[config.mk]
export PLATFORM = sky130hd
export DESIGN_NAME = neuron_mac
export DESIGN_NICKNAME = d
export VERILOG_FILES = /design/src/rtl/neuron_pkg.sv /design/src/rtl/neuron_mac.sv
export SDC_FILE = /design/constraint.sdc
export NUM_CORES = 1
export LEC_CHECK = 0
export ABC_AREA = 1
export BUFFER_PORTS_ARGS = -buffer_cell sky130_fd_sc_hd__buf_4
export CORE_MARGIN = 2
export CORE_UTILIZATION = 55
export DETAILED_ROUTE_END_ITERATION = 6
export HOLD_SLACK_MARGIN = 0.1
export PLACE_DENSITY = 0.72
export SLEW_MARGIN = 20
export SYNTH_ARGS = -nofsm -noshare
export SYNTH_HDL_FRONTEND = slang
export SYNTH_SLANG_ARGS = --single-unit
[constraint.sdc]
create_clock -name clk -period 16.9 [get_ports clk]
set_clock_uncertainty 0.05 [all_clocks]
set_input_delay 0.845 -clock clk [delete_from_list [all_inputs] [get_ports clk]]
set_output_delay 0.845 -clock clk [all_outputs]
set_load 0.005 [all_outputs]
[src/rtl/neuron_pkg.sv]
// Shared types and arithmetic helpers for the neuron multiply-accumulate block.
package neuron_pkg;

  // Evaluation phases: collect elements, let the pipeline empty, present result.
  typedef enum logic [1:0] {
    ACCUM  = 2'd0,
    DRAIN  = 2'd1,
    OUTPUT = 2'd2
  } state_t;

  // Width used for the final bias-add / shift / saturate arithmetic. It must be
  // at least one bit wider than the accumulator so the bias add cannot wrap.
  localparam int unsigned CALC_W = 64;

  // Arithmetic right shift (floor) by frac_width, then clamp to a signed
  // data_width range. The caller keeps the low data_width bits.
  function automatic logic signed [CALC_W-1:0] shift_sat(
    input logic signed [CALC_W-1:0] value,
    input int unsigned              frac_width,
    input int unsigned              data_width
  );
    logic signed [CALC_W-1:0] shifted;
    logic signed [CALC_W-1:0] max_v;
    logic signed [CALC_W-1:0] min_v;
    shifted = value >>> frac_width;
    max_v   = (64'sd1 <<< (data_width - 1)) - 64'sd1;
    min_v   = -max_v - 64'sd1;
    if (shifted > max_v) begin
      shift_sat = max_v;
    end else if (shifted < min_v) begin
      shift_sat = min_v;
    end else begin
      shift_sat = shifted;
    end
  endfunction

endpackage

[src/rtl/neuron_mac.sv]
// Single neuron evaluation: streams numWeight signed fixed-point inputs,
// multiplies each by a weight fetched from an external synchronous memory,
// accumulates, then adds bias, rescales and saturates into out_data.
// Latency from the last accepted element to out_valid is three edges:
// input register -> product register -> accumulator -> output register.
module neuron_mac
  import neuron_pkg::*;
#(
  parameter int numWeight    = 3,
  parameter int addressWidth = 10,
  parameter int dataWidth    = 16,
  parameter int fracWidth    = 8
) (
  input  logic                        clk,
  input  logic                        rst_n,
  input  logic                        in_valid,
  input  logic signed [dataWidth-1:0] in_data,
  output logic                        in_ready,
  output logic                        w_rd_en,
  output logic [addressWidth-1:0]     w_rd_addr,
  input  logic signed [dataWidth-1:0] w_rd_data,
  input  logic signed [dataWidth-1:0] bias,
  output logic                        out_valid,
  output logic signed [dataWidth-1:0] out_data,
  input  logic                        out_ready
);

  localparam int PROD_W = 2 * dataWidth;
  // One guard bit per doubling of the term count plus one: the sum of
  // numWeight full-range products can never overflow this width.
  localparam int ACC_W  = 2 * dataWidth + $clog2(numWeight) + 1;
  localparam logic [addressWidth-1:0] LAST_IDX = addressWidth'(numWeight - 1);

  state_t                     state;
  logic [addressWidth-1:0]    count;
  logic signed [dataWidth-1:0] in_reg;
  logic                       in_reg_valid;
  logic signed [PROD_W-1:0]   prod;
  logic                       prod_valid;
  logic signed [ACC_W-1:0]    acc;
  logic                       accept;
  logic signed [CALC_W-1:0]   sum_wide;
  logic signed [dataWidth-1:0] result;

  assign in_ready  = (state == ACCUM);
  // Gating with rst_n keeps the memory quiet while reset is held.
  assign accept    = in_valid && in_ready && rst_n;
  assign w_rd_en   = accept;
  assign w_rd_addr = count;

  // Bias is aligned to the product's 2*fracWidth scale before the final shift.
  assign sum_wide = CALC_W'(acc) + (CALC_W'(bias) <<< fracWidth);
  assign result   = dataWidth'(shift_sat(sum_wide, fracWidth, dataWidth));

  // Two-stage datapath: capture the element, then multiply by the weight that
  // the memory returns one cycle after the read was issued.
  always_ff @(posedge clk or negedge rst_n) begin
    if (!rst_n) begin
      in_reg       <= '0;
      in_reg_valid <= 1'b0;
      prod         <= '0;
      prod_valid   <= 1'b0;
    end else begin
      // NOTE: non-blocking assignments make every stage sample the value from
      // before the edge, which is what turns these lines into a pipeline.
      in_reg_valid <= accept;
      if (accept) begin
        in_reg <= in_data;
      end
      prod_valid <= in_reg_valid;
      if (in_reg_valid) begin
        prod <= PROD_W'(in_reg) * PROD_W'(w_rd_data);
      end
    end
  end

  // Control FSM with the accumulator, element counter and registered result.
  always_ff @(posedge clk or negedge rst_n) begin
    if (!rst_n) begin
      state     <= ACCUM;
      count     <= '0;
      acc       <= '0;
      out_valid <= 1'b0;
      out_data  <= '0;
    end else begin
      if (prod_valid) begin
        acc <= acc + ACC_W'(prod);
      end
      case (state)
        ACCUM: begin
          if (accept) begin
            if (count == LAST_IDX) begin
              state <= DRAIN;
            end else begin
              count <= count + 1'b1;
            end
          end
        end
        DRAIN: begin
          // No new elements enter here, so an empty pipeline means the last
          // product has already landed in the accumulator.
          if (!in_reg_valid && !prod_valid) begin
            out_valid <= 1'b1;
            out_data  <= result;
            state     <= OUTPUT;
          end
        end
        OUTPUT: begin
          if (out_ready) begin
            out_valid <= 1'b0;
            acc       <= '0;
            count     <= '0;
            state     <= ACCUM;
          end
        end
        default: state <= ACCUM;
      endcase
    end
  end

endmodule

======== Yosys cells after proc, flatten, opt, wreduce, memory -nomap -nowiden ========
Cells that the tools add are included.
storage, ports and cells
  register bits ........................... 114
cells by class
  $add $sub $neg .......................... 3
  $mul .................................... 1
  magnitude comparators ................... 2
  eq/ne operators ......................... 8
  muxes and demuxes ....................... 17
  reductions and logical operators ........ 12
operators by type and width
  cell                                                          number
  two-way mux 35 bit                                            3
  adder 35 x 24 -> 36 bit                                       1
  adder 35 x 32 -> 35 bit                                       1
  multiplier 16 x 16 -> 32 bit                                  1
  two-way mux 16 bit                                            2
  two-way mux 10 bit                                            3
  > comparator 28 x 16 -> 1 bit, second input constant          1
  less-than comparator 28 x 16 -> 1 bit, second input constant  1
  case mux 10 bit (2 select lines)                              1
  adder 10 x 1 -> 10 bit, second input constant                 1
  == test 10 x 2 -> 1 bit, second input constant                1
  two-way mux 2 bit                                             4
  AND reduction 4 bit                                           2
  != test 2 bit, second input constant                          3
  case mux 2 bit (3 select lines)                               1
  != test 2 x 1 -> 1 bit, second input constant                 2
  nonzero test 2 bit                                            2
  logical AND 1 bit                                             3
  AND reduction 3 bit                                           1
  == test 2 x 1 -> 1 bit, second input constant                 1
  == test 2 bit, second input constant                          1
  logical NOT 1 bit                                             2
  logical NOT 2 bit                                             1
  two-way mux 1 bit                                             2
  other kinds (2)                                               2

======== Longest topological paths before layout ========
Gate-level depths: netlist (run 1).
  depth in word-level cells ............... 5
  depth in mapped cells ................... 29
  mapped depth without buffers ............ 27

======== Worst setup path before layout (run 1) ========
OpenSTA, ideal clock, no wires.
  path kind ............................... in2reg
  start point ............................. input port w_rd_data[5]
  end point ............................... register prod[31]
  setup time .............................. 0.127 ns
  arrival time ............................ 6.078 ns
  required time ........................... 16.723 ns
  setup slack ............................. 10.645 ns
  cell stages on the path ................. 21
  cell sequence ........................... clkbuf_1 > clkbuf_1 > nand2_1 > fa_1 > inv_1 > fa_1 > fa_1 > fa_1 > inv_1 > fa_1 > fa_1 > inv_1 > ha_1 > inv_1 > nor3_1 > nand2_1 > nor4_1 > nand2_1 > nand2_1 > xor2_1 > o21ai_0
on the way
  word-level cells in the longest chain between the ends .. 1
RTL lines
  what                          line              text
  start, declared               neuron_mac.sv:21  input logic signed [dataWidth-1:0] w_rd_data,
  multiplier 16 x 16 -> 32 bit  neuron_mac.sv:72  prod <= PROD_W'(in_reg) * PROD_W'(w_rd_data);
  end signal, assigned          neuron_mac.sv:72
  end, declared                 neuron_mac.sv:38  logic signed [PROD_W-1:0] prod;
Every way passes these cells.
A chain may end at the register's enable or synchronous reset.

======== Final worst setup path (run 1) ========
  start point ............................. register in_reg[10]
  end point ............................... register prod[27]
on the way
  word-level cells in the longest chain between the ends .. 1
RTL lines
  what                          line              text
  start, declared               neuron_mac.sv:36  logic signed [dataWidth-1:0] in_reg;
  start signal, assigned        neuron_mac.sv:68  in_reg <= in_data;
  multiplier 16 x 16 -> 32 bit  neuron_mac.sv:72
Every way passes these cells.

==> flow_metrics.env, run 1 <==
export IMPL_area_growth_pct=7.45
export IMPL_rsz0062_at_grt="false"
export IMPL_clock_tree_buffer_depth=2
export IMPL_io_buffers=80
export IMPL_syn_area_sq_um=19100
export IMPL_ios=81
export IMPL_antenna_left=0
export IMPL_synthTopCellsByArea="fa_1 (28%), dfrtp_1 (15%), nand2_1 (15%)"
export IMPL_fin_area_sq_um=20600
export IMPL_firstDrtPassIters=7
export IMPL_cp_start_kind="register"
export IMPL_seq_area_frac_synth_pct=14.9
export IMPL_grt_pass1_vias=17041
export IMPL_gp_congestion=0.940
export IMPL_multiInputGateArea_sq_um=13500
export IMPL_grt_max_degree=54
export IMPL_final_cell_count_no_fill=3137
export IMPL_reg2reg_depth=23
export IMPL_antenna_found_initial=0
export IMPL_cts_clk_slew_worst_paths_ps=70
export IMPL_synth_nets=3109
export IMPL_rr_startpoint="in_reg[10]"
export IMPL_die_area_sq_um=36300
export IMPL_fin_crit_ps=6650
export IMPL_max_slew_margin_pct=37.2
export IMPL_drc_errors=1
export IMPL_htreeDepth=4
export IMPL_cp_slowest_cell="dfrtp_1"
export IMPL_seq_area_sq_um=2850
export IMPL_grt_pass1_wl_um=85100
export IMPL_wl_um=50800
export IMPL_antenna_cells=0
export IMPL_cts_buffers=17
export IMPL_crit_arrival_ps=6890
export IMPL_die_x_um=190
export IMPL_final_hold_viol_count=0
export IMPL_die_h_um=190
export IMPL_num_rows=68
export IMPL_regMostFlops="acc"
export IMPL_dp_cells=3105
export IMPL_cpPeakStageDelay_ps=840
export IMPL_post_route_period_util_pct=39.3
export IMPL_clk_latency_ps=430
export IMPL_viasPerCell=5.22
export IMPL_max_freq_ghz=0.150
export IMPL_reg_top3="acc: 35 flops, prod: 32 flops"
export IMPL_cts_resized=0
export IMPL_grt_overflow=0
export IMPL_violations="design-rule violations"
export IMPL_ys_ff_latch=114
export IMPL_nFillCells=3261
export IMPL_crit_type="register to register"
export IMPL_synth_largest_area_cell="fa_1"
export IMPL_cts_tree="yes"
export IMPL_cts_setup_buffers=0
export IMPL_syn_area_per_cell_sq_um=7.22
export IMPL_crit_chain="nand2_1 -> fa_1 -> inv_1 -> fa_1 -> fa_1 -> fa_1 -> fa_1 -> inv_1 -> fa_1 -> inv_1 -> ha_1 -> nand2_1 -> inv_1 -> nand2_1 -> nor3_1 -> nand4_1 -> nand3_1 -> nand2_1 -> nand3_1 -> nand2_1 -> nand2_1 -> xnor2_1 -> o21ai_0"
export IMPL_dp_hpwl_um=41900
export IMPL_core_area_sq_um=34400
export IMPL_nets=3130
export IMPL_setup_violations=0
export IMPL_async_flop_share_pct=100
export IMPL_drt_iter0_markers=1181
export IMPL_dr_total_vias=16371
export IMPL_final_util_pct=59.8
export IMPL_cp_required_ps=17150
export IMPL_cap_violations=0
export IMPL_drive_above_1_share_pct=6.67
export IMPL_final_max_slew_violation_count=0
export IMPL_synth_cells=2648
export IMPL_postCtsHoldBufs=0
export IMPL_cp_max_fo=17
export IMPL_largest_reg_flops=35
export IMPL_ys_warnings_count=0
export IMPL_max_slew_worst_pin_slew_ps=939
export IMPL_fin_tns_setup_ps=0
export IMPL_critPathCaptureType="register"
export IMPL_synth_edf_count=0
export IMPL_start_util_pct=55.6
export IMPL_hp_class="input port to asynchronous set/reset pin"
export IMPL_synth_top_area_share_pct=27.6
export IMPL_avgRoutedWirePerCell_um=16.2
export IMPL_status="finished with violations"
export IMPL_grt_usage_pct=29.7
export IMPL_crit_reg2reg_capture="prod[27]"
export IMPL_dpl_cell_area_sq_um=20000
export IMPL_clkSinkCount=114
export IMPL_reg2reg_slack_ps=10250
export IMPL_cts_root_buf="clkbuf_16"
export IMPL_ys_flop_type="dfrtp_1"
export IMPL_synth_distinct_cells=45
-- per-layer routing --
| layer | up-vias | track usage [%] | share of wire (%) |
|---|---|---|---|
| met5 | - | 0 | 0 |
| met4 | 0 | 11.3 | 3.5 |
| met3 | 93 | 2.61 | 4.3 |
| met2 | 426 | 51.0 | 48 |
| met1 | 7867 | 39.0 | 44 |
| li1 | 7985 | - | - |
-- final cells by class --
| class | instances | area share [%] |
|---|---|---|
| repair buffers | 89 | 3.25 |
| inverters | 649 | 11.9 |
| well taps | 455 | 2.77 |
| flip-flops and latches | 114 | 13.9 |
| clock inverters | 15 | 0.597 |
| clock buffers | 17 | 2.07 |
| multi-input cells | 1798 | 65.6 |
-- cell usage in the layout, fill, tap and decap left out, drive strengths merged, types with 26 or more instances in the layout --
cell type  instances
nor2             128
o21ai             90
ha               145
nand4             27
a21oi            109
dfrtp            114
xor2              26
nand2            761
inv              653
buf               89
nand3            100
o211ai            27
fa               264
-- logic make-up after synthesis --
family	Yosys count	share of synthesized area, %
buffers and inverters	736	14.6
XOR/XNOR	44	2.01
AND/OR/NAND/NOR	1072	23.2
flip-flops	114	14.9
AO/OA/AOI/OAI	273	8.14
adder cells (fa/ha/maj)	409	37.1
-- metrics by stage --
| stage | setup WS, ps | hold slack [ps] |
|---|---|---|
| 6_report | 10250 | 237 |
| 5_1_grt | 9940 | 245 |
| 4_1_cts | 10340 | 230 |
| 3_5_place_dp | 10050 | 416 |
| 3_3_place_gp | 10100 | 412 |
| 2_1_floorplan | 10640 | 386 |
-- critical path, delay by kind of cell (launching register included) --
kind / cells / cell delay, ps
adders and majority gates: 7 / 3450
buffers and inverters: 4 / 250
DFF: 1 / 840
and+or+nand+nor: 10 / 1690
xor gates and xnor gates: 1 / 130
AOI/OAI and AO/OA: 1 / 100
-- worst max path at each step --
stage / startpoint / to / slack [ps] / cells after the start
final: in_reg[10] / prod[27] / 10250 / 23
after global routing: in_reg[15] / prod[27] / 9940 / 25
after CTS: in_reg[7] / prod[27] / 10340 / 23
after detailed placement: w_rd_data[1] / prod[27] / 10050 / 24
after global placement: w_rd_data[1] / prod[27] / 10100 / 24
after floorplan: w_rd_data[5] / prod[31] / 10640 / 21
-- cells in the mapped netlist, types with 2 or more instances --
| cell | number |
|---|---|
| a21boi_0 | 3 |
| a21boi_1 | 2 |
| a21o_1 | 7 |
| a21oi_1 | 109 |
| a221oi_1 | 2 |
| a31oi_1 | 7 |
| and2_1 | 2 |
| buf_1 | 2 |
| clkbuf_1 | 82 |
| clkinv_1 | 3 |
| dfrtp_1 | 114 |
| fa_1 | 264 |
| ha_1 | 145 |
| inv_1 | 639 |
| inv_2 | 7 |
| nand2_1 | 749 |
| nand2_2 | 11 |
| nand3_1 | 97 |
| nand3_2 | 3 |
| nand3b_1 | 5 |
| nand4_1 | 27 |
| nor2_1 | 115 |
| nor2_2 | 13 |
| nor3_1 | 18 |
| nor3_2 | 3 |
| nor4_1 | 7 |
| o2111a_1 | 2 |
| o211ai_1 | 27 |
| o21a_1 | 2 |
| o21ai_0 | 85 |
| o21ai_1 | 4 |
| o21bai_1 | 18 |
| o221ai_1 | 2 |
| or2_2 | 19 |
| xnor2_1 | 18 |
| xor2_1 | 26 |
Power of run 1 is not shown: default switching activity piles up to over one toggle a cycle in this logic, so the estimate is an artifact.
==> run 2, diff against run 1 <==
==> constraint.sdc (replaced) <==
create_clock -name clk -period 6.5 [get_ports clk]
set_clock_uncertainty 0.05 [all_clocks]
set_input_delay 0.325 -clock clk [delete_from_list [all_inputs] [get_ports clk]]
set_output_delay 0.325 -clock clk [all_outputs]
set_load 0.005 [all_outputs]
==> run 2 against run 1 <==
  * First-iteration DRC count decreased by 2.9%
  * The run now ends clean
  * Non-clock buffer count increased by 26
  * Highest routed layer unchanged
  * Largest cell class unchanged
  * Register-to-register slack got worse by 9900 ps
==> flow_metrics.env, run 2 (same netlist as run 1, synthesis figures left out) <==
export IMPL_layout_common_cells="nand2_1 (749), inv_1 (639), fa_1 (264), ha_1 (145), nor2_1 (115)"
export IMPL_regMostFlops="acc"
export IMPL_area_growth_pct=9.32
export IMPL_clk_latency_ps=440
export IMPL_io_buffers=80
export IMPL_rsz0062_at_grt="false"
export IMPL_start_util_pct=55.6
export IMPL_hp_class="input port to register"
export IMPL_grt_pass1_wl_um=87400
export IMPL_antenna_cells=0
export IMPL_antenna_left=0
export IMPL_post_route_period_util_pct=94.9
export IMPL_htreeDepth=4
export IMPL_num_rows=68
export IMPL_final_hold_viol_count=0
export IMPL_fin_tns_setup_ps=0
export IMPL_cp_start_kind="register"
export IMPL_fin_crit_ps=6170
export IMPL_dr_total_vias=16780
export IMPL_crit_type="register to register"
export IMPL_grt_pass1_vias=17259
export IMPL_critPathCaptureType="register"
export IMPL_cp_required_ps=6750
export IMPL_die_x_um=190
export IMPL_setup_violations=0
export IMPL_cts_buffers=17
export IMPL_dp_hpwl_um=43300
export IMPL_cap_violations=0
export IMPL_cts_setup_buffers=0
export IMPL_drt_iter0_markers=1147
export IMPL_cp_max_fo=17
export IMPL_antenna_found_initial=0
export IMPL_cts_clk_slew_worst_paths_ps=60
export IMPL_grt_usage_pct=30.7
export IMPL_wl_um=52800
export IMPL_final_common_cell="nand2_1"
export IMPL_die_h_um=190
export IMPL_status="finished, final reports clean"
export IMPL_final_max_slew_violation_count=0
export IMPL_final_util_pct=60.8
export IMPL_ios=81
export IMPL_max_slew_worst_pin_slew_ps=855
export IMPL_dp_slack_ps=236
export IMPL_avgRoutedWirePerCell_um=16.7
export IMPL_nets=3156
export IMPL_cts_tree="yes"
export IMPL_core_area_sq_um=34400
export IMPL_nFillCells=3218
export IMPL_clkSinkCount=114
export IMPL_viasPerCell=5.31
export IMPL_crit_arrival_ps=6420
export IMPL_grt_max_degree=54
export IMPL_firstDrtPassIters=6
export IMPL_setup_slack_ps=331
export IMPL_gp_congestion=0.933
export IMPL_grt_overflow=0
export IMPL_max_freq_ghz=0.162
export IMPL_dpl_cell_area_sq_um=20100
export IMPL_max_slew_margin_pct=42.8
export IMPL_die_area_sq_um=36300
export IMPL_cts_root_buf="clkbuf_16"
export IMPL_clock_tree_buffer_depth=2
export IMPL_drive_above_1_share_pct=7.05
export IMPL_largest_reg_flops=35
export IMPL_reg_top3="acc: 35 flops, prod: 32 flops"
export IMPL_drc_errors=0
export IMPL_fin_area_sq_um=20900
==> run 2: cell count changes in the layout (fill, tap and decap cells not counted), sizes merged <==
cell,change
clkinvlp,-1
clkbuf,+1
dlygate4sd3,+17
buf,+9
clkinv,-2
bufinv,+5
inv,-3
==> run 2: worst paths after layout <==
kind | cells past startpoint | end | slack [ps] | startpoint
min in group asynchronous | 2 | acc[11] | 290 | rst_n
max | 19 | prod[26] | 330 | in_reg[12]
min reg2reg | 2 | out_data[8] | 430 | out_data[8]
max reg2reg | 19 | prod[26] | 330 | in_reg[12]
min | 3 | in_reg[15] | 100 | in_data[15]
max in group asynchronous | 3 | in_reg[11] | 5030 | rst_n
==> run 2: area by class of cell <==
cell class | instances | area [sq um] | share of cell area [%]
well taps | 455 | 569 | 2.72
inverters | 649 | 2440 | 11.7
multi-input cells | 1798 | 13500 | 64.5
clock buffers | 18 | 429 | 2.05
clock inverters | 14 | 226 | 1.08
flip-flops and latches | 114 | 2860 | 13.7
repair buffers | 115 | 906 | 4.33
==> run 2: repair_timing <==
action                                 4_1_cts  5_1_grt
setup endpoints to repair                    0        1
hold buffers                                17        0
resized for setup                            0        3
endpoints found under the hold margin       33        0
==> run 2: metrics by stage <==
step	hold WS, ps	std cells
floorplan	-20.6	2648
global placement	194	3114
detailed placement	197	3114
CTS	117	3163
global route	115	3163
finish	104	3163
==> run 2: critical path, cell delays in order, from the launching register on <==
cell	delay [ps]
dfrtp_1	740
nand2_1	160
fa_1	560
fa_1	520
fa_1	520
inv_1	50
fa_1	490
fa_1	490
inv_1	50
fa_1	520
inv_1	40
ha_1	360
a21oi_1	310
o21ai_0	140
a21oi_1	200
nand3_1	160
a21o_1	220
a21oi_1	160
xor2_1	180
o21ai_0	120
==> run 2: layer usage <==
layer | up-vias | wire, um | part of all wire (%) | track usage [%]
li1 | 8045 | - | - | -
met4 | 0 | 1540 | 2.9 | 9.81
met1 | 8061 | 22700 | 43 | 39.8
met5 | - | 0 | 0 | 0
met3 | 108 | 3050 | 5.8 | 4.21
met2 | 566 | 25500 | 48 | 53.0
Power of run 2 is left out for the same reason.
==> run 3, diff against run 2 <==
--- a/config.mk
+++ b/config.mk
@@ -7,7 +7,6 @@
 export LEC_CHECK = 0
 export ABC_AREA = 1
 export BUFFER_PORTS_ARGS = -buffer_cell sky130_fd_sc_hd__buf_4
-export CORE_MARGIN = 2
 export CORE_UTILIZATION = 55
 export DETAILED_ROUTE_END_ITERATION = 6
 export HOLD_SLACK_MARGIN = 0.1
@@ -16,3 +15,4 @@
 export SYNTH_ARGS = -nofsm -noshare
 export SYNTH_HDL_FRONTEND = slang
 export SYNTH_SLANG_ARGS = --single-unit
+export TNS_END_PERCENT = 50
==> constraint.sdc (replaced) <==
create_clock -name clk -period 6.5 [get_ports clk]
set_clock_uncertainty 0.05 [all_clocks]
set_input_delay 1.3 -clock clk [delete_from_list [all_inputs] [get_ports clk]]
set_output_delay 1.3 -clock clk [all_outputs]
set_load 0.005 [all_outputs]
==> run 3 against run 2 <==
  * Worst setup slack worse by 180 ps
  * Sequential share of layout area down 0.61 points
  * Global-route usage up 0.83 points
  * Die area down 2.1%
==> flow_metrics.env, run 3 (same netlist as run 1, synthesis figures left out) <==
export IMPL_rsz0062_at_grt="true"
export IMPL_setup_violations=0
export IMPL_nets=3280
export IMPL_cts_buffers=17
export IMPL_max_freq_ghz=0.158
export IMPL_regMostFlops="acc"
export IMPL_cts_clk_slew_worst_paths_ps=60
export IMPL_drt_iter0_markers=1083
export IMPL_reg_top3="acc: 35 flops, prod: 32 flops"
export IMPL_crit_type="input port to register"
export IMPL_dp_slack_ps=-570
export IMPL_die_area_sq_um=35500
export IMPL_core_area_sq_um=33900
export IMPL_die_x_um=188
export IMPL_clkSinkCount=114
export IMPL_postCtsHoldBufs=0
export IMPL_clock_tree_buffer_depth=2
export IMPL_gp_congestion=0.984
export IMPL_drive_above_1_share_pct=12.5
export IMPL_cts_tree="yes"
export IMPL_grt_overflow=0
export IMPL_layout_common_cells="nand2_1 (747), inv_1 (639), fa_1 (260), buf_4 (237), ha_1 (143)"
export IMPL_cap_violations=0
export IMPL_viasPerCell=5.24
export IMPL_max_slew_margin_pct=43.7
export IMPL_fin_tns_setup_ps=0
export IMPL_multiInputGateArea_sq_um=13600
export IMPL_max_slew_worst_pin_slew_ps=845
export IMPL_num_rows=67
export IMPL_status="finished, final reports clean"
export IMPL_final_util_pct=64.6
export IMPL_antenna_cells=0
export IMPL_io_buffers=80
export IMPL_hp_class="register to register"
export IMPL_seq_area_sq_um=2850
export IMPL_final_max_slew_violation_count=0
export IMPL_clk_latency_ps=440
export IMPL_post_route_period_util_pct=97.6
export IMPL_fin_area_sq_um=21900
export IMPL_final_hold_viol_count=0
export IMPL_dp_hpwl_um=44400
export IMPL_die_h_um=188
export IMPL_final_common_cell="nand2_1"
export IMPL_dr_total_vias=17175
export IMPL_cts_root_buf="clkbuf_16"
export IMPL_ios=81
export IMPL_critPathCaptureType="register"
export IMPL_start_util_pct=56.5
export IMPL_grt_pass1_vias=17734
export IMPL_antenna_found_initial=0
export IMPL_drc_errors=0
export IMPL_grt_pass1_wl_um=88900
export IMPL_avgRoutedWirePerCell_um=16.1
export IMPL_antenna_left=0
export IMPL_wl_um=52900
export IMPL_firstDrtPassIters=6
export IMPL_cp_max_fo=7
export IMPL_setup_slack_ps=154
export IMPL_grt_usage_pct=31.5
export IMPL_dpl_cell_area_sq_um=21100
export IMPL_fin_crit_ps=6350
export IMPL_area_growth_pct=14.4
export IMPL_nFillCells=3083
export IMPL_cp_start_kind="input port"
export IMPL_crit_arrival_ps=6650
export IMPL_largest_reg_flops=35
export IMPL_htreeDepth=4
export IMPL_cp_required_ps=6800
export IMPL_grt_max_degree=60
[run 3: cell count changes in the layout (fill, tap and decap cells not counted), sizes merged]
cell / before / now
buf: 98 / 239
bufinv: 5 / 2
clkbuf: 18 / 17
clkinv: 6 / 8
clkinvlp: 2 / 1
dlygate4sd3: 17 / 0
inv: 650 / 653
[run 3: repair_timing]
| item | 4_1_cts | 5_1_grt |
|---|---|---|
| gates cloned | 0 | 0 |
| resized for setup | 1 | 28 |
| endpoints found under the setup margin | 1 | 8 |
| setup buffers | 0 | 4 |
| pin swaps | 0 | 4 |
[run 3: per-stage QoR]
stage          hold slack, ps  instances
6_report                  433       3280
5_1_grt                   464       3280
4_1_cts                   436       3276
3_5_place_dp              418       3244
3_3_place_gp              409       3244
2_1_floorplan             386       2648
[run 3: final cells by class]
class                      count  area share [%]
tap                          448            2.56
multi-input combinational   1798            62.2
sequential                   114            13.0
inverter                     649            11.1
clock inverter                15           0.784
clock buffer                  17            1.94
timing repair buffer         239            8.32
[run 3: per-layer routing]
| metal | wire length (um) | part of all wire [%] | track usage (%) |
|---|---|---|---|
| met1 | 23100 | 44 | 41.9 |
| met2 | 25300 | 48 | 54.0 |
| met3 | 3030 | 5.7 | 3.15 |
| met4 | 1420 | 2.7 | 10.0 |
| met5 | 0 | 0 | 0 |
[run 3: worst paths after layout]
check | to | cells after the start | startpoint | slack, ps
setup / recovery | prod[31] | 22 | w_rd_data[1] | 150
hold / removal | out_valid | 2 | out_valid | 430
setup reg to reg | prod[25] | 22 | in_reg[12] | 390
hold reg to reg | out_valid | 2 | out_valid | 430
max in group asynchronous | acc[4] | 2 | rst_n | 4250
min in group asynchronous | acc[2] | 1 | rst_n | 880
[run 3: critical path: stages]
cell	delay [ps]
buf_4	150
nand2_1	140
inv_1	110
fa_1	480
buf_4	180
fa_2	580
buf_4	180
fa_1	400
fa_1	550
inv_1	50
fa_1	470
fa_1	540
inv_1	50
ha_1	320
inv_1	130
o21bai_1	130
a21oi_2	140
o21bai_1	90
a221oi_1	250
nand2_1	110
xor2_1	150
o21ai_0	160
Power of run 3 is left out for the same reason.
